$ cat config.mk
export PLATFORM = sky130hd
export DESIGN_NAME = xgs_grab_sched
export DESIGN_NICKNAME = d
export VERILOG_FILES = /design/src/rtl/xgs_grab_sched.sv
export SDC_FILE = /design/constraint.sdc
export NUM_CORES = 1
export LEC_CHECK = 0
export CAP_MARGIN = 15
export CORE_ASPECT_RATIO = 0.7
export CORE_MARGIN = 2
export CORE_UTILIZATION = 40
export CTS_CLUSTER_DIAMETER = 30
export CTS_CLUSTER_SIZE = 8
export DETAILED_ROUTE_END_ITERATION = 10
export PLACE_DENSITY = 0.63
export SYNTH_ARGS = -nofsm -noshare
export SYNTH_HDL_FRONTEND = slang
export SYNTH_SLANG_ARGS = --single-unit
$ cat constraint.sdc
create_clock -name sys_clk_i -period 1.97 [get_ports sys_clk_i]
set_input_delay 0.591 -clock sys_clk_i [delete_from_list [all_inputs] [get_ports sys_clk_i]]
set_output_delay 0.591 -clock sys_clk_i [all_outputs]
set_load 0.02 [all_outputs]
$ cat src/rtl/xgs_grab_sched.sv
// xgs_grab_sched: grab sequencer for the XGS acquisition path.
// Holds a current grab plus one pending grab, waits for a software or hardware
// trigger, runs the trigger delay and exposure window, then kicks the readout
// datapath and waits for it to finish before the next frame may start.
module xgs_grab_sched #(
    parameter int EXP_W = 24,
    parameter int DLY_W = 16,
    parameter int CNT_W = 16
) (
    input  logic             sys_clk_i,
    input  logic             sys_reset_i,
    input  logic             grab_cmd_i,
    input  logic             grab_abort_i,
    input  logic             trig_mode_i,
    input  logic [EXP_W-1:0] exp_time_i,
    input  logic [DLY_W-1:0] trig_delay_i,
    input  logic             hw_trig_i,
    input  logic             readout_done_i,
    output logic             exp_active_o,
    output logic             readout_start_o,
    output logic             grab_active_o,
    output logic             grab_pending_o,
    output logic             idle_o,
    output logic             cmd_rejected_o,
    output logic             trig_missed_o,
    output logic [CNT_W-1:0] frame_cnt_o
);

    typedef enum logic [2:0] {
        IDLE,
        WAIT_TRIG,
        DELAY,
        EXPOSE,
        READOUT
    } state_e;

    state_e           state_q, state_d;
    logic             pending_q, pending_d;
    logic             mode_q, mode_d;
    logic [EXP_W-1:0] exp_snap_q, exp_snap_d;
    logic [EXP_W-1:0] exp_cnt_q, exp_cnt_d;
    logic [DLY_W-1:0] dly_snap_q, dly_snap_d;
    logic [DLY_W-1:0] dly_cnt_q, dly_cnt_d;
    logic [CNT_W-1:0] frame_q, frame_d;

    logic exp_active_q, exp_active_d;
    logic readout_start_q, readout_start_d;
    logic grab_active_q, grab_active_d;
    logic idle_q, idle_d;
    logic cmd_rejected_q, cmd_rejected_d;
    logic trig_missed_q, trig_missed_d;

    logic cmd_ok;

    // An abort in the same cycle always kills the command.
    assign cmd_ok = grab_cmd_i & ~grab_abort_i;

    // State, snapshot, counter and registered-output flops.
    always_ff @(posedge sys_clk_i) begin
        if (sys_reset_i) begin
            state_q         <= IDLE;
            pending_q       <= 1'b0;
            mode_q          <= 1'b0;
            exp_snap_q      <= '0;
            exp_cnt_q       <= '0;
            dly_snap_q      <= '0;
            dly_cnt_q       <= '0;
            frame_q         <= '0;
            exp_active_q    <= 1'b0;
            readout_start_q <= 1'b0;
            grab_active_q   <= 1'b0;
            idle_q          <= 1'b1;
            cmd_rejected_q  <= 1'b0;
            trig_missed_q   <= 1'b0;
        end else begin
            state_q         <= state_d;
            pending_q       <= pending_d;
            mode_q          <= mode_d;
            exp_snap_q      <= exp_snap_d;
            exp_cnt_q       <= exp_cnt_d;
            dly_snap_q      <= dly_snap_d;
            dly_cnt_q       <= dly_cnt_d;
            frame_q         <= frame_d;
            exp_active_q    <= exp_active_d;
            readout_start_q <= readout_start_d;
            grab_active_q   <= grab_active_d;
            idle_q          <= idle_d;
            cmd_rejected_q  <= cmd_rejected_d;
            trig_missed_q   <= trig_missed_d;
        end
    end

    // Next-state logic: queueing, trigger acceptance, delay/exposure timing, abort.
    always_comb begin
        state_d    = state_q;
        pending_d  = pending_q;
        mode_d     = mode_q;
        exp_snap_d = exp_snap_q;
        dly_snap_d = dly_snap_q;
        exp_cnt_d  = exp_cnt_q;
        dly_cnt_d  = dly_cnt_q;
        frame_d    = frame_q;

        if (cmd_ok && (state_q != IDLE) && !pending_q) begin
            pending_d = 1'b1;
        end

        case (state_q)
            IDLE: begin
                if (cmd_ok || pending_q) begin
                    state_d   = WAIT_TRIG;
                    pending_d = pending_q & cmd_ok;
                end
            end
            WAIT_TRIG: begin
                if (grab_abort_i) begin
                    state_d   = IDLE;
                    pending_d = 1'b0;
                end else if (!mode_q || hw_trig_i) begin
                    if (dly_snap_q != '0) begin
                        state_d   = DELAY;
                        dly_cnt_d = dly_snap_q;
                    end else begin
                        state_d = EXPOSE;
                    end
                end
            end
            DELAY: begin
                if (grab_abort_i) begin
                    state_d   = IDLE;
                    pending_d = 1'b0;
                end else if (dly_cnt_q == DLY_W'(1)) begin
                    state_d = EXPOSE;
                end else begin
                    dly_cnt_d = dly_cnt_q - DLY_W'(1);
                end
            end
            EXPOSE: begin
                if (grab_abort_i) begin
                    pending_d = 1'b0;
                end
                if (exp_cnt_q == EXP_W'(1)) begin
                    state_d = READOUT;
                end else begin
                    exp_cnt_d = exp_cnt_q - EXP_W'(1);
                end
            end
            READOUT: begin
                if (grab_abort_i) begin
                    pending_d = 1'b0;
                end
                if (readout_done_i) begin
                    frame_d = frame_q + CNT_W'(1);
                    if (pending_q && !grab_abort_i) begin
                        state_d   = WAIT_TRIG;
                        pending_d = 1'b0;
                    end else begin
                        state_d = IDLE;
                    end
                end
            end
            default: begin
                state_d = IDLE;
            end
        endcase

        if ((state_d == WAIT_TRIG) && (state_q != WAIT_TRIG)) begin
            mode_d     = trig_mode_i;
            exp_snap_d = exp_time_i;
            dly_snap_d = trig_delay_i;
        end

        if ((state_d == EXPOSE) && (state_q != EXPOSE)) begin
            exp_cnt_d = (exp_snap_q == '0) ? EXP_W'(1) : exp_snap_q;
        end
    end

    // Output logic: next values of the registered status and pulse outputs.
    always_comb begin
        exp_active_d    = (state_d == EXPOSE);
        readout_start_d = (state_d == READOUT) && (state_q == EXPOSE);
        grab_active_d   = (state_d != IDLE);
        idle_d          = (state_d == IDLE);
        cmd_rejected_d  = grab_cmd_i && (grab_abort_i || ((state_q != IDLE) && pending_q));
        trig_missed_d   = hw_trig_i && mode_q &&
                          ((state_q == DELAY) || (state_q == EXPOSE) || (state_q == READOUT));
    end

    assign exp_active_o    = exp_active_q;
    assign readout_start_o = readout_start_q;
    assign grab_active_o   = grab_active_q;
    assign grab_pending_o  = pending_q;
    assign idle_o          = idle_q;
    assign cmd_rejected_o  = cmd_rejected_q;
    assign trig_missed_o   = trig_missed_q;
    assign frame_cnt_o     = frame_q;

endmodule

# Yosys cells after proc, flatten, opt, wreduce, memory -nomap -nowiden
# Index checks and enable logic that the tools add are counted.
dict set report op_classes {
  addsub 3
  eq_ne 17
  mux 26
  bitwise_logic 3
  n_reduce_logical 30
}
# op n
set ops {}
lappend ops {{24-bit 2-to-1 mux} 4}
lappend ops {{16-bit 2-to-1 mux} 5}
lappend ops {{16-bit case mux with 2 select lines} 1}
lappend ops {{24-bit by 1-bit == test with 1-bit output (second input constant)} 1}
lappend ops {{24-bit zero test} 1}
lappend ops {{24-bit by 1-bit subtractor with 24-bit output (second input constant)} 1}
lappend ops {{3-bit 2-to-1 mux} 7}
lappend ops {{16-bit by 1-bit adder with 16-bit output (second input constant)} 1}
lappend ops {{16-bit by 1-bit == test with 1-bit output (second input constant)} 1}
lappend ops {{16-bit nonzero test} 1}
lappend ops {{16-bit by 1-bit subtractor with 16-bit output (second input constant)} 1}
lappend ops {{3-bit case mux with 5 select lines} 1}
lappend ops {{1-bit logical AND} 10}
lappend ops {{2-bit inequality test (second input constant)} 5}
lappend ops {{3-bit by 2-bit == test with 1-bit output (second input constant)} 3}
lappend ops {{1-bit 2-to-1 mux} 7}
lappend ops {{3-bit by 1-bit == test with 1-bit output (second input constant)} 2}
lappend ops {{3-bit == test (second input constant)} 2}
lappend ops {{3-bit zero test} 2}
lappend ops {{6-bit AND reduction} 1}
lappend ops {{3-bit nonzero test} 2}
lappend ops {{1-bit logical OR} 5}
lappend ops {{2-bit AND reduction} 2}
lappend ops {{2-bit nonzero test} 2}
lappend ops {{other kinds (8)} 11}
dict set report word_totals {
  ff_bits 107
  inputBits 47
  output_inout_bits 23
  word_cells 93
}

# Depth between registers and ports, before layout
# Gate-level depths: netlist of run 1.
dict set report logic_depth {
  depth_word 9
  ltp_mapped 10
  depth_no_buf 8
}

# Worst setup path before layout of run 1
# No wires, ideal clock.
dict set report synth_path {
  path_kind {register -> register}
  start {reg exp_cnt_q[1]}
  end {reg exp_cnt_q[10]}
  setup_time_ns 0.074
  arrival_time_ns 1.996
  required_time_ns 1.896
  path_slack_ns -0.100
  path_stages_with_launch 9
  path_buffers 0
  synth_period_minus_slack_ns 2.070
  cell_sequence {dfxtp_1 -> inv_1 -> ha_1 -> nor4b_1 -> and4b_1 -> a21o_1 -> or3_1 -> or3_1 -> a31oi_1}
}
dict set report synth_via {
  elab_chain_cells 7
  word_cells_on_any_way 12
  cone_classes {add/sub: 1; eq/ne: 3; mux: 5; reduce/logical: 3}
}
# element line_no
set synth_rtl {}
lappend synth_rtl {{start, declared} 41} ;# logic [EXP_W-1:0] exp_cnt_q, exp_cnt_d;
lappend synth_rtl {{start signal, assigned} 80} ;# exp_cnt_q <= exp_cnt_d;
lappend synth_rtl {{24-bit by 1-bit == test with 1-bit output} 142} ;# if (exp_cnt_q == EXP_W'(1)) begin
lappend synth_rtl {{3-bit 2-to-1 mux} 142}
lappend synth_rtl {{3-bit case mux with 5 select lines} 108} ;# case (state_q)
lappend synth_rtl {{3-bit by 2-bit == test with 1-bit output} 173} ;# if ((state_d == EXPOSE) && (state_q != EXPOSE)) begin
lappend synth_rtl {{1-bit logical AND} 173}
lappend synth_rtl {{2-bit by 1-bit inequality test with 1-bit output (no source line) / 2-bit nonzero test (equally long branches)} n/a}
lappend synth_rtl {{2-bit AND reduction (no source line)} n/a}
# Parallel ways exist; a longest one is shown, timed or not. The select of a mux whose other input is x is not followed.
# A chain may end at the register's enable or synchronous reset.

# Final worst setup path of run 1
dict set report layout_path {
  start {reg dly_cnt_q[1]}
  end {reg exp_cnt_q[5]}
}
dict set report layout_via {
  elab_chain_cells 8
  word_cells_on_any_way 10
  cone_classes {eq/ne: 3; mux: 4; reduce/logical: 3}
}
# element line_no
set layout_rtl {}
lappend layout_rtl {{start, declared} 43} ;# logic [DLY_W-1:0] dly_cnt_q, dly_cnt_d;
lappend layout_rtl {{start signal, assigned} 82} ;# dly_cnt_q <= dly_cnt_d;
lappend layout_rtl {{16-bit by 1-bit == test with 1-bit output (*)} 132} ;# end else if (dly_cnt_q == DLY_W'(1)) begin
lappend layout_rtl {{3-bit 2-to-1 mux (*)} 132}
lappend layout_rtl {{3-bit 2-to-1 mux (*)} 129} ;# if (grab_abort_i) begin
lappend layout_rtl {{3-bit case mux with 5 select lines (*)} 108}
lappend layout_rtl {{3-bit by 2-bit == test with 1-bit output (*)} 173}
lappend layout_rtl {{1-bit logical AND (*)} 173}
lappend layout_rtl {{2-bit by 1-bit inequality test with 1-bit output (no source line) / 2-bit nonzero test (equally long branches)} n/a}
lappend layout_rtl {{2-bit AND reduction (no source line)} n/a}
# Every way passes the cells marked *; elsewhere a longest branch is shown, timed or not.

==> summary.md, run 1 <==
| Metric | Value |
|---|---|
| Main combinational cell family by area after synthesis | simple AND/OR/NAND/NOR gates |
| Root buffer cell | clkbuf_16 |
| TritonCTS clock tree | done |
| Worst-case vdd ir drop | 0.485 mV |
| Top Usage Layer GRT | met2 |
| Post-synth net total | 710 |
| Reg clk slew, reported paths | 70 ps |
| FMAX | about 480 MHz |
| Ports | 70 |
| Pins Over Slew Limit | 0 |
| Yosys reg bits | approximately 110 |
| Initial DRT Pass Iterations | 5 |
| Compound-Gate Fraction of Synth Area | 20.7% |
| Grt total ovfl | 0 |
| Final antenna-violating net count | 0 |
| Die height | between 90 and 100 um |
| Simple-gate portion of the synthesized area | approximately 28% |
| Fin crit share | 106% |
| Yosys top cell by area | dfxtp_1 |
| Rel. slew slack | 65.0% |
| Crit-path max FO | 4 |
| Met2 Track Usage GR | 33.4% |
| Sequential area share after synthesis | 42.2% |
| Register area | 2180 um2 |
| Synth Warn # | 0 |
| Number of port buffers | between 60 and 70 |
| Crit path kind | reg2reg |
| Final WS setup | -127 ps |
| Worst Setup End Kind | flop |
| Xor/xnor share of the synthesized area | 2.93% |
| Final Hold Vio Count | 0 |
| DR vias/cell | 5.49 |
| Arrival time worst endpoint | between 2000 and 2500 ps |
| Area contributors post-synth | dfxtp_1 (42%), nand2_1 (10%), a21oi_1 (8.7%) |
| Die area | 13,600 um2 |
| Post-route minimum period | around 2100 ps |
| Vias | 5,367 |
| Diodes inserted | 0 |
| Detailed placement HPWL | 10.6 mm |
| Leak | 3.01 nW |
| Syn avg cell area | 7.71 um2 |
| CTS sink cnt | 107 |
| Number of flops mapped to enable cells by yosys | 0 |
| Clk_skew | 8.95 ps |
| Most used DFF post-synth | dfxtp_1 |
| Fillers | ~1,000 |
| Setup TNS | -1500 ps |
| GRT Total Usage | between 20% and 30% |
| Hold buffers post-CTS | 0 |
| GPL Wtd Cong | 0.882 |
| Multi-input logic area | slightly above 3000 um2 |
| CP Launch Type | flop |
| Iter 0 DRT Violations | 396 |
| Mux contribution to synthesized area | less than 1% |
| Starting Density | 40.9% |
| Area grow syn2layout | 49.7% |
| Post-synthesis cell area | 5070 um2 |
| Final #Nets | 863 |
| Layout cells sized above 1 | 27.1% |
| CTS Buf Count | 9 |
| Synth Area in Adders | about 1.2% |
| Status | complete, but fails checks |
| CP Data Required Time | between 2000 and 2500 ps |
| Max cap viols | 0 |
| Cells after Synth | 658 |
| M1 GR Usage | 33.3% |
| Worst skew pair latency | roughly 350 ps |
| Largest net degree at the start of global routing | 42 |
| Setup violations, final | 22 |
| Worst Hold Class | reg2reg |
| Design Power | about 4.9 mW |
| Top-area cell type share of the netlist area | 42.2% |
| Core Region | 12,400 um2 |
| Synth unique cells | 63 |
| H-tree levels | 3 |
| Routed WL | 16.3 mm |
| Drt wl/cell | 16.7 um |
| Initial antenna violation count | 0 |
| RSZ-0062 raised after global routing | true |
| FFs w/ async S/R, synth | 0% |
| Number of global-route vias before repair | around 5,000 |
| Slew @ Worst Pin | 524 ps |
| Number of remaining DRC errors | 0 |
| Std cell rows | 34 |
| Global Route met3 Usage | 6.33% |
| First-pass GRT wire length | 25.2 mm |
| CTS Buffer Depth | 2 |
| Die W | approximately 140 um |
| Failing checks | negative setup slack |
| Power density cells | 649 nW/um2 |
[cell type report]
type	count	area share (%)
clock buffers	10	3.15
repair buffers	180	23.1
flip-flops and latches	107	28.6
multi-input cells	504	41.0
well taps	162	2.67
inverters	9	0.445
clock inverters	6	1.04
[worst max-delay path: stages, from the launching register on]
cell and delay, ps:
dfxtp_2 340, inv_2 50, ha_4 150, nor3b_4 140, and3_4 180, and4_4 150, o31a_1 370, buf_12 180
or3_4 360, a21oi_2 110
[logic make-up after synthesis]
kind of cell	after synthesis
AOI/OAI and AO/OA	175
and+or+nand+nor	304
xor gates and xnor gates	17
buffers and inverters	47
muxes	3
DFF	107
adders and majority gates	5
[where the power goes]
group	switching, mW	internal (mW)
logic	0.358	0.344
registers	0.0714	2.23
clock network	0.880	1.05
total	1.31	3.62
[final timing paths]
path,startpoint,end,slack (ps),cells after the start
setup / recovery,dly_cnt_q[1]$_SDFFE_PP0P_,exp_cnt_q[5]$_SDFFE_PP0P_,-130,9
hold / removal,exp_snap_q[8]$_SDFFE_PP0P_,exp_cnt_q[8]$_SDFFE_PP0P_,480,2
setup reg to reg,dly_cnt_q[1]$_SDFFE_PP0P_,exp_cnt_q[5]$_SDFFE_PP0P_,-130,9
hold reg to reg,exp_snap_q[8]$_SDFFE_PP0P_,exp_cnt_q[8]$_SDFFE_PP0P_,480,2
[through the flow]
step	setup slack, ps	hold slack, ps	util (%)	instances	cell area [um2]
6_report	-127	476	61.2	978	7600
5_1_grt	-178	489	61.2	978	7600
4_1_cts	-120	470	58.2	969	7230
3_5_place_dp	-533	464	52.7	934	6550
3_3_place_gp	-524	464	52.7	934	6550
2_1_floorplan	-49.5	423	-	658	5090
[what timing repair did]
| item | in CTS | in global routing |
|---|---|---|
| setup buffers | 17 | 7 |
| gates cloned | 2 | 4 |
| resized for setup | 59 | 75 |
| endpoints found under the hold margin | 0 | 0 |
| setup endpoints to repair | 47 | 47 |
| pin swaps | 31 | 26 |
[synth_stat cells, types with 9 or more instances]
master      n
nand2_1   138
o21ai_0    30
xor2_1     10
dfxtp_1   107
nor4_1     17
or3_1      15
clkbuf_1   27
nand3_1    18
a21oi_1    88
nor2_1     54
inv_1       9
nor3_1      9
[sequential cells by signal, indices dropped and copies added, names as in the netlist]
register	flops
cmd_rejected_o	1
frame_cnt_o	16
exp_snap_q	24
dly_snap_q	16
mode_q	1
idle_o	1
state_q	3
trig_missed_o	1
grab_active_o	1
exp_active_o	1
grab_pending_o	1
exp_cnt_q	24
dly_cnt_q	16
readout_start_o	1
[placed cells by master, fill, tap and decap left out, types with 4 or more instances in the layout]
| master | n |
|---|---|
| nand2_1 | 135 |
| xnor2_1 | 7 |
| a22oi_2 | 6 |
| o21ai_0 | 28 |
| nor4_2 | 5 |
| nand4_1 | 6 |
| nor2_1 | 50 |
| buf_12 | 9 |
| clkdlybuf4s50_1 | 47 |
| a21oi_2 | 6 |
| buf_6 | 10 |
| a21oi_1 | 83 |
| nand2b_1 | 7 |
| o31ai_1 | 4 |
| nor4_4 | 5 |
| nor3_2 | 4 |
| nor3_1 | 6 |
| nor4_1 | 8 |
| dfxtp_2 | 21 |
| buf_4 | 88 |
| nand3_1 | 16 |
| a31oi_1 | 7 |
| and3_1 | 6 |
| o211ai_1 | 8 |
| clkbuf_16 | 12 |
| nor2b_1 | 4 |
| xor2_1 | 10 |
| inv_1 | 7 |
| nand2_2 | 4 |
| dlymetal6s2s_1 | 7 |
| dlygate4sd2_1 | 14 |
| dfxtp_1 | 84 |
| or3_1 | 13 |
[layer usage]
metal	vias up	part of all wire, %
li1	2629	-
met2	207	43
met5	-	0
met1	2510	47
met3	21	8.5
met4	0	1.4
No activity file was read; power rests on OpenSTA's default activity.
==> run 2: changes to the inputs <==
--- a/config.mk
+++ b/config.mk
@@ -13,6 +13,7 @@
 export CTS_CLUSTER_SIZE = 8
 export DETAILED_ROUTE_END_ITERATION = 10
 export PLACE_DENSITY = 0.63
+export SKIP_CTS_REPAIR_TIMING = 1
 export SYNTH_ARGS = -nofsm -noshare
 export SYNTH_HDL_FRONTEND = slang
 export SYNTH_SLANG_ARGS = --single-unit
==> run 2 against run 1 <==
Effect of this change:
- the run still ends with negative setup slack left
- sequential power about the same
- critical endpoint is now exp_cnt_q[10]$_SDFFE_PP0P_
- global-route usage decreased by 1.3 points
- power decreased by 0.28%
- non-clock buffer count decreased by 18
- worst hold slack got worse by 7.6 ps
- sequential share of layout area increased by 0.55 points
==> summary.md, run 2 (synthesis gave the netlist of run 1 again) <==
| Metric | Value |
|---|---|
| Fillers | 1,070 |
| Crit path kind | reg2reg |
| Die W | 139 um |
| Seq pwr share | 46.8% |
| Detailed placement HPWL | 10.6 mm |
| Worst Setup End Kind | flop |
| Largest net degree at the start of global routing | 42 |
| Reg clk slew, reported paths | 80 ps |
| Design Power | 4.92 mW |
| H-tree levels | 3 |
| Die height | 98.2 um |
| Number of global-route vias before repair | 4,774 |
| Grt total ovfl | 0 |
| Initial antenna violation count | 0 |
| Hold_sp | exp_snap_q[8]$_SDFFE_PP0P_ |
| Worst skew pair latency | around 350 ps |
| Initial DRT Pass Iterations | 5 |
| Clk_skew | 9.41 ps |
| Clk pwr share | approximately two fifths |
| Pins Over Slew Limit | 0 |
| TritonCTS clock tree | done |
| Rel. slew slack | 65.4% |
| Setup violations, final | 9 |
| Diodes inserted | 0 |
| Die area | between 10,000 and 15,000 um2 |
| Top Registers | exp_cnt_q x24, exp_snap_q x24 |
| Crit-path cells | inv_2 > ha_4 > nor4b_4 > and4b_2 > a21o_4 > or3_4 > or3_1 > a31oi_1 |
| Layout cells sized above 1 | 24.6% |
| RSZ-0062 raised after global routing | true |
| Combinational Power Share | 13.9% |
| Iter 0 DRT Violations | 422 |
| Final Hold Vio Count | 0 |
| Vias | 5,269 |
| DR vias/cell | around 5.5 |
| Area grow syn2layout | 46.5% |
| Multi-input logic area | 3100 um2 |
| Final #Nets | between 800 and 900 |
| CTS Buf Count | 9 |
| Core Region | between 10,000 and 15,000 um2 |
| Slew @ Worst Pin | roughly 520 ps |
| FMAX | 474 MHz |
| Worst Hold Margin | 468 ps |
| Leak | 3.12 nW |
| Worst-case vdd ir drop | 0.479 mV |
| Std cell rows | 34 |
| Post-layout instance area | 7430 um2 |
| Worst r2r src | exp_cnt_q[1]$_SDFFE_PP0P_ |
| CTS Buffer Depth | 2 |
| CP peak stage delay | 400 ps |
| Crit-path max FO | 7 |
| Arrival time worst endpoint | 2390 ps |
| Drt wl/cell | 16.2 um |
| Final antenna-violating net count | 0 |
| Failing checks | negative setup slack |
| Worst setup startpoint | exp_cnt_q[1]$_SDFFE_PP0P_ |
| Routed WL | between 15 and 20 mm |
| CP max-delay cell | or3_4 |
| Number of remaining DRC errors | 0 |
| GRT Total Usage | 21.5% |
| Commonest cells after routing, fill and taps aside | nand2_1 (136), dfxtp_1 (87), a21oi_1 (84), buf_4 (77), nor2_1 (49) |
| Sw frac | 26.4% |
| Register area | about 2200 um2 |
| Final WS setup | -141 ps |
| Starting Density | 40.9% |
| Ports | 70 |
| Buf+Inv Stages, Crit Path | 1 |
| Max cap viols | 0 |
| Power density cells | 662 nW/um2 |
| CP Launch Type | flop |
| Number of port buffers | 69 |
| Worst Hold Class | reg2reg |
| Status | complete, but fails checks |
| CP top delay family | simple AND/OR/NAND/NOR gates |
| GPL Wtd Cong | 0.882 |
| Cell Int Power | approximately 3.6 mW |
| First-pass GRT wire length | 23.9 mm |
| Post-route minimum period | 2110 ps |
| Placed Area | 6550 um2 |
| Most common cell after layout, fill and taps aside | nand2_1 |
| CP Data Required Time | 2250 ps |
| Root buffer cell | clkbuf_16 |
| CTS sink cnt | 107 |
| Fin crit share | 107% |
| Sw power | roughly 1.3 mW |
| Setup Slack @ Placement | -533 ps |
run 2: cell count changes in the layout (fill, tap and decap cells not counted), moves of 4 or more:
cell and delta:
a22oi_1 +4, dlymetal6s2s_1 +14, dlygate4sd2_1 -14, buf_6 -4, buf_4 -11, a22oi_2 -4
run 2: worst reg2reg max path: stages (launching register included):
cell,delay (ps)
dfxtp_2,340
inv_2,50
ha_4,140
nor4b_4,120
and4b_2,270
a21o_4,260
or3_4,400
or3_1,320
a31oi_1,130
run 2: layer usage:
layer	wire length [um]	vias up	share of wire (%)	track usage, %
li1	-	2597	-	-
met1	7600	2469	49	33.1
met2	6500	190	42	30.5
met3	1280	13	8.2	4.90
met4	158	0	1.0	4.66
met5	0	-	0	0
run 2: path summary, 6_finish.rpt:
check	depth (start not counted)	slack [ps]	end
setup reg to reg	8	-140	exp_cnt_q[10]$_SDFFE_PP0P_
hold / removal	2	470	exp_cnt_q[8]$_SDFFE_PP0P_
setup / recovery	8	-140	exp_cnt_q[10]$_SDFFE_PP0P_
hold reg to reg	2	470	exp_cnt_q[8]$_SDFFE_PP0P_
run 2: per-stage QoR:
| stage | util (%) | setup TNS, ps | std cells |
|---|---|---|---|
| floorplan | - | -69.0 | 658 |
| global placement | 52.7 | -29620 | 934 |
| detailed placement | 52.7 | -32340 | 934 |
| CTS | 55.3 | -4360 | 950 |
| global route | 59.8 | -1770 | 960 |
| finish | 59.8 | -447 | 960 |
run 2: cell type report:
cell class | instances | area share, %
clock buffer | 10 | 3.21
clock inverter | 6 | 1.06
inverter | 9 | 0.454
multi-input combinational | 504 | 41.6
sequential | 107 | 29.2
tap | 162 | 2.73
timing repair buffer | 162 | 21.7
run 2: power groups by stage:
stage	Sequential [mW]	Combinational (mW)	Clock (mW)
floorplan	2.32	0.319	0
global placement	2.33	0.606	0
detailed placement	2.34	0.613	0
CTS	2.28	0.617	1.96
global route	2.31	0.746	2.04
finish	2.30	0.685	1.93
==> run 3: changes to the inputs <==
--- a/config.mk
+++ b/config.mk
@@ -5,7 +5,6 @@
 export SDC_FILE = /design/constraint.sdc
 export NUM_CORES = 1
 export LEC_CHECK = 0
-export CAP_MARGIN = 15
 export CORE_ASPECT_RATIO = 0.7
 export CORE_MARGIN = 2
 export CORE_UTILIZATION = 40
@@ -14,6 +13,7 @@
 export DETAILED_ROUTE_END_ITERATION = 10
 export PLACE_DENSITY = 0.63
 export SKIP_CTS_REPAIR_TIMING = 1
+export SLEW_MARGIN = 0
 export SYNTH_ARGS = -nofsm -noshare
 export SYNTH_HDL_FRONTEND = slang
 export SYNTH_SLANG_ARGS = --single-unit
==> results of run 3 <==
The final DEF is identical to that of run 2; final timing and power are the same.
